### src/rtl/id_imm_ctrl.sv
// id_imm_ctrl: decode-stage 2-entry skid buffer producing immediate-select codes for the sign-extension unit
module id_imm_ctrl #(
  parameter int XLEN = 32
) (
  input  logic            CLK,
  input  logic            RESET,
  input  logic            FLUSH,
  input  logic [XLEN-1:0] INSTR_IN,
  input  logic [XLEN-1:0] PC_IN,
  input  logic            VALID_IN,
  output logic            READY_OUT,
  output logic [XLEN-1:0] INSTR_OUT,
  output logic [XLEN-1:0] PC_OUT,
  output logic [2:0]      IMMI_SEL,
  output logic            IMM_USED,
  output logic            ILLEGAL,
  output logic            VALID_OUT,
  input  logic            READY_IN
);
  typedef enum logic [1:0] {EMPTY, ONE, TWO} state_t;
  typedef struct packed {
    logic [XLEN-1:0] instr;
    logic [XLEN-1:0] pc;
    logic [2:0]      sel;
    logic            used;
    logic            ill;
  } entry_t;
  state_t state, state_n;
  entry_t e0, e1, e0_n, e1_n, dec;
  logic push, pop;
  assign READY_OUT = state != TWO;
  assign VALID_OUT = state != EMPTY;
  assign push = VALID_IN && READY_OUT;
  assign pop = VALID_OUT && READY_IN;
  always_comb begin
    dec = '{instr: INSTR_IN, pc: PC_IN, sel: 3'b111, used: 1'b0, ill: 1'b0};
    case (INSTR_IN[6:0])
      7'b0000011, 7'b1100111: begin dec.sel = 3'b000; dec.used = 1'b1; end
      7'b0010011: begin
        dec.sel = (INSTR_IN[13:12] == 2'b01) ? 3'b001 : 3'b000;
        dec.used = 1'b1;
      end
      7'b0100011, 7'b1100011: begin dec.sel = 3'b010; dec.used = 1'b1; end
      7'b0110111, 7'b0010111: begin dec.sel = 3'b011; dec.used = 1'b1; end
      7'b1101111: begin dec.sel = 3'b100; dec.used = 1'b1; end
      7'b0110011, 7'b0001111, 7'b1110011: dec.ill = 1'b0;
      default: dec.ill = 1'b1;
    endcase
  end
  always_comb begin
    state_n = state;
    e0_n = e0;
    e1_n = e1;
    if (FLUSH) state_n = EMPTY;
    else case (state)
      EMPTY: if (push) begin state_n = ONE; e0_n = dec; end
      ONE: begin
        if (push && pop) e0_n = dec;
        else if (push) begin state_n = TWO; e1_n = dec; end
        else if (pop) state_n = EMPTY;
      end
      TWO: if (pop) begin state_n = ONE; e0_n = e1; end
      default: state_n = EMPTY;
    endcase
  end
  always_ff @(posedge CLK) begin
    if (RESET) begin
      state <= EMPTY;
      e0 <= '0;
      e1 <= '0;
    end else begin
      state <= state_n;
      e0 <= e0_n;
      e1 <= e1_n;
    end
  end
  // empty head presents a neutral "no immediate" pattern
  assign INSTR_OUT = VALID_OUT ? e0.instr : '0;
  assign PC_OUT    = VALID_OUT ? e0.pc : '0;
  assign IMMI_SEL  = VALID_OUT ? e0.sel : 3'b111;
  assign IMM_USED  = VALID_OUT && e0.used;
  assign ILLEGAL   = VALID_OUT && e0.ill;
endmodule

### config.mk
export PLATFORM = sky130hd
export DESIGN_NAME = id_imm_ctrl
export DESIGN_NICKNAME = d
export VERILOG_FILES = /design/src/rtl/id_imm_ctrl.sv
export SDC_FILE = /design/constraint.sdc
export NUM_CORES = 1
export LEC_CHECK = 0
export ABC_AREA = 1
export CAP_MARGIN = 20
export CELL_PAD_IN_SITES_DETAIL_PLACEMENT = 0
export CELL_PAD_IN_SITES_GLOBAL_PLACEMENT = 1
export CORE_UTILIZATION = 35
export CTS_CLUSTER_DIAMETER = 50
export DETAILED_ROUTE_END_ITERATION = 16
export PLACE_DENSITY = 0.91
export SLEW_MARGIN = 10
export SYNTH_ARGS = -nofsm -noshare
export SYNTH_HDL_FRONTEND = slang
export SYNTH_SLANG_ARGS = --single-unit
### constraint.sdc
create_clock -name CLK -period 1.9 [get_ports CLK]
set_clock_uncertainty 0.05 [all_clocks]
set_input_delay 0.285 -clock CLK [delete_from_list [all_inputs] [get_ports CLK]]
set_output_delay 0.285 -clock CLK [all_outputs]
set_load 0.02 [all_outputs]
=== Word-level counts from Yosys, hierarchy flattened ===
Cells that the tools add are included.

* Input bits: 69
* Flip-flop bits (word level): 140
* Output and inout port bits: 71

* Eq/ne operators: 20
* Mux-type cells: 16
* Bitwise gates (word level): 2
* Reductions and logical operators: 16

{| class="wikitable"
|+ Operators with widths
! operator !! number
|-
| $mux W69 || 3
|-
| $pmux W69 S3 || 1
|-
| $mux W32 || 2
|-
| $eq A7 B7 Y1 const B || 4
|-
| $eq A7 B6 Y1 const B || 3
|-
| $pmux W4 S5 || 1
|-
| $eq A7 B5 Y1 const B || 2
|-
| $reduce_or A11 Y1 || 1
|-
| $mux W2 || 5
|-
| $ne A2 B2 Y1 const B || 5
|-
| $reduce_and A4 Y1 || 2
|-
| $reduce_or A2 Y1 || 4
|-
| $eq A7 B2 Y1 const B || 1
|-
| $eq A7 B4 Y1 const B || 1
|-
| $pmux W2 S3 || 1
|-
| $logic_and A1 B1 Y1 || 5
|-
| $reduce_and A5 Y1 || 1
|-
| $eq A2 B1 Y1 const B || 2
|-
| $mux W3 || 1
|-
| $ne A3 B3 Y1 const B || 1
|-
| $reduce_bool A3 Y1 || 1
|-
| $eq A2 B2 Y1 const B || 1
|-
| $logic_not A2 Y1 || 1
|-
| $mux W1 || 2
|-
| other kinds (2) || 3
|}

=== Logic depth before layout (Yosys ltp) ===
* Depth in word-level cells: 6
* Depth in mapped cells: 10
* Gate-level depth less buffers: 10

=== Worst setup path after synthesis ===
Ideal clock, no wire load.

* Path kind: register -> register
* Start point: register state[0]
* End point: register e0[56] (netlist name)
* Stages on the path, launching flop included: 8
* Library setup time: 128 ps
* Data required time: 1722 ps
* Arrival time: 1497 ps
* Setup slack: 225 ps
* Period minus slack after synthesis: 1675 ps
* Cells stage by stage: dfxtp_1 > inv_1 > nand2_2 > buf_2 > buf_1 > o21ai_0 > o21ai_0 > a21oi_1

* Cells in the longest elaborated chain, start to end: 5
* Elaborated cells on any way between the ends: 14
* Those cells by class: eq/ne (6); mux (1); reduce/logical (7)

{| class="wikitable"
|+ Ends and longest elaborated chain
! element !! line !! RTL
|-
| from (decl) || 28 || <nowiki>state_t state, state_n;</nowiki>
|-
| from (signal assigned) || 72 || <nowiki>state <= state_n;</nowiki>
|-
| $ne A2 B2 Y1 (*) || 31 || <nowiki>assign READY_OUT = state != TWO;</nowiki>
|-
| named net READY_OUT || 11 || <nowiki>output logic READY_OUT,</nowiki>
|-
| $logic_and A1 B1 Y1 (*) || 33 || <nowiki>assign push = VALID_IN && READY_OUT;</nowiki>
|-
| $logic_and A1 B1 Y1 || 58 || <nowiki>if (push && pop) e0_n = dec;</nowiki>
|-
| $ne A2 B2 Y1 (no source line) || n/a ||
|-
| $reduce_and A5 Y1 (no source line) (*) || n/a ||
|-
| to (signal assigned) || 73 || <nowiki>e0 <= e0_n;</nowiki>
|-
| to (decl) || 29 || <nowiki>entry_t e0, e1, e0_n, e1_n, dec;</nowiki>
|}

Mark *: on every way through the listed nets, which the timed path passes. The rest lies on a longest branch.
A chain may end at the register's enable or synchronous reset.

=== Worst setup path after layout ===
* Start point: register state[1]
* End point: output port PC_OUT[31]

* Cells in the longest elaborated chain, start to end: 2

{| class="wikitable"
|+ Ends and longest elaborated chain
! element !! line !! RTL
|-
| $reduce_bool A2 Y1 || 32 || <nowiki>assign VALID_OUT = state != EMPTY;</nowiki>
|-
| $mux W32 || 79 || <nowiki>assign PC_OUT = VALID_OUT ? e0.pc : '0;</nowiki>
|-
| to (decl) || 13 || <nowiki>output logic [XLEN-1:0] PC_OUT,</nowiki>
|}

Every way passes these cells.

==> metrics.txt <==
Core ar. 17200 um2; I/O pins 140; largest net degree at the start of global routing 58; CP Max Fanout 14; Die ar. 18100 um2; post-synth top area share 45.5%; die width 135 um; worst r2r src state[0]; Pleak 0.00353 uW; Vias per Instance 4.65; Layout area overhead 33.6%; CTS tree built; first-pass GRT wire length 25.7 mm; Initial Utilization 35.7%; Core Rows 48; Sink Count 140; area leader, netlist dfxtp_1; Clock Latency Late Sink 0.42 ns; Area contributors post-synth dfxtp_1, o21ai_0, a21oi_1; worst setup margin 0.0564 ns; Clock Tree Root clkbuf_16; fin. max-slew vios 0; register area share after synthesis 45.5%; max cap viols 0; total CTS buffers 17; CTS clk-pin slew, worst paths 0.06 ns; Iter 0 DRT Violations 317; detailed placement HPWL 10.1 mm; deepest level of the CTS H-tree 4; yosys warns 0; status complete, no violations; WL final 15.8 mm; dpl cell area 7920 um2; setup TNS 0 ns; WP data arrival 1.51 ns; proportion of layout cells with a drive suffix above 1 12.8%; Overall Global Routing Usage 18.1%; post-route cell area 8220 um2; pre-CTS WS -0.122 ns; maximum vdd drop 655 uV; Netlist cell types 18; wire length per cell 12.4 um; top sig layer met4; Metal-1 WL 7.37 mm; Setup Crit Path Kind reg2out; hold_sp e1[22]; GPL Wtd Cong 0.765; Met3 Wirelength 943 um; crit path cell chain nor2_4 -> buf_4 -> buf_12 -> nor2_1 -> clkdlybuf4s15_2; worst min path class reg2reg; vias in the first global route 5241; Max-slew headroom 68.8%; post-detailed-route count of antenna-violating nets 0; Die Span Y 135 um; port buffer count 139; syn_area_per_cell 6.74 um2; global route overflow 0; drt drc 0; Worst Setup Start Kind flop; nets@finish 1105; Synth Register Bits 140; metal2 WL 7.22 mm; Synth Cell Area 6150 um2; fillers 1763; Worst Path Buf+Inv 3; period utilisation layout 97.0%; # setup viols final 0; crit path from state[1]; Worst EP required 1.56 ns; initial antenna violation count 1; Worst Hold Slack 0.393 ns; Worst-Margin Slew 0.468 ns; fin crit period 1.84 ns; synthesized instance count 913; TritonRoute pass-1 iters 4; critical path's top delay family buffers and inverters; RSZ-0062 raised after global routing true; Final Hold Vio Count 0; Cell Pwr Density 859 nW/um2; CTS Hold Bufs 0; syn_nets 982; clock buffer depth 2; via count 5921; Fmax 542 MHz; Worst path max stage delay 0.33 ns; Slowest cell on crit path dfxtp_2; crit end category output pin
[worst paths after layout]
check	slack [ns]	endpoint	depth (start not counted)
min	0.39	e1[22]	2
max reg2reg	0.17	e1[48]	8
max	0.06	PC_OUT[31]	5
min reg2reg	0.39	e1[22]	2
[logic make-up after synthesis]
logic type             after synthesis  synth area share (%)
AOI/OAI and AO/OA                  315                  25.7
and+or+nand+nor                    263                  16.5
buffers and inverters              195                  12.2
DFF                                140                  45.5
[where the power goes]
| part | internal [uW] | leakage [uW] | switching (uW) | total [uW] |
|---|---|---|---|---|
| Clock | 1890 | 0.000279 | 1260 | 3160 |
| Combinational | 347 | 0.00211 | 447 | 794 |
| Sequential | 3080 | 0.00114 | 36.2 | 3120 |
| Total | 5320 | 0.00353 | 1750 | 7070 |
[cells in the final DEF, fill, tap and decap left out, types with 6 or more instances in the layout]
master,instances
nand2_1,131
dfxtp_1,138
buf_4,17
buf_12,11
clkbuf_16,17
nor2_1,117
clkdlybuf4s15_2,6
buf_2,22
inv_1,129
clkdlybuf4s50_1,68
clkbuf_2,37
o21ai_0,182
a21oi_1,128
[synthesized netlist by cell type]
library cell and instances:
o21ai_0 182, dfxtp_1 140, nand2_1 131, inv_1 129, a21oi_1 128, nor2_1 117, clkbuf_1 40, buf_2 16
buf_1 8, nand3_1 5, nand4_1 4, nor2_2 3, a211oi_1 2, inv_2 2, nor3_1 2, o21ai_1 2
nand2_2 1, o22ai_1 1
[through the flow]
stage / power (uW) / util [%] / std cells
6_report: 7070 / 47.7 / 1274
5_1_grt: 7390 / 47.7 / 1273
4_1_cts: 7170 / 49.1 / 1274
3_5_place_dp: 4000 / 46.0 / 1239
3_3_place_gp: 3980 / 46.0 / 1239
2_1_floorplan: 3620 / - / 913
[sequential cells by signal (all words and copies together) (netlist names)]
signal and cells:
state 2, e0 69, e1 69
[tightest hold or removal path, cell delays in order, from the launching register on]
cell,delay [ns]
dfxtp_1,0.30
inv_1,0.05
a21oi_1,0.05
[area by class of cell]
cell class / count / area [um2] / share of cell area, %
clock inverters: 10 / 92.6 / 1.13
repair buffers: 168 / 1460 / 17.7
clock buffers: 21 / 470 / 5.72
multi-input cells: 578 / 2620 / 31.9
flip-flops and latches: 140 / 2810 / 34.1
inverters: 131 / 493 / 6.00
well taps: 225 / 282 / 3.42
diodes: 1 / 2.50 / 0.0304
[routing by layer]
layer	track usage, %	vias up
li1	-	3142
met1	22.6	2642
met2	29.6	120
met3	5.56	17
met4	5.93	0
met5	0	-
[timing repair]
| action | in CTS | in global routing |
|---|---|---|
| hold endpoints to repair | 0 | 0 |
| endpoints found under the setup margin | 71 | 52 |
| pin swaps | 0 | 0 |
| resized for setup | 168 | 64 |
| setup buffers | 3 | 0 |
| cloned | 1 | 0 |
(Power assumes the default switching activity.)
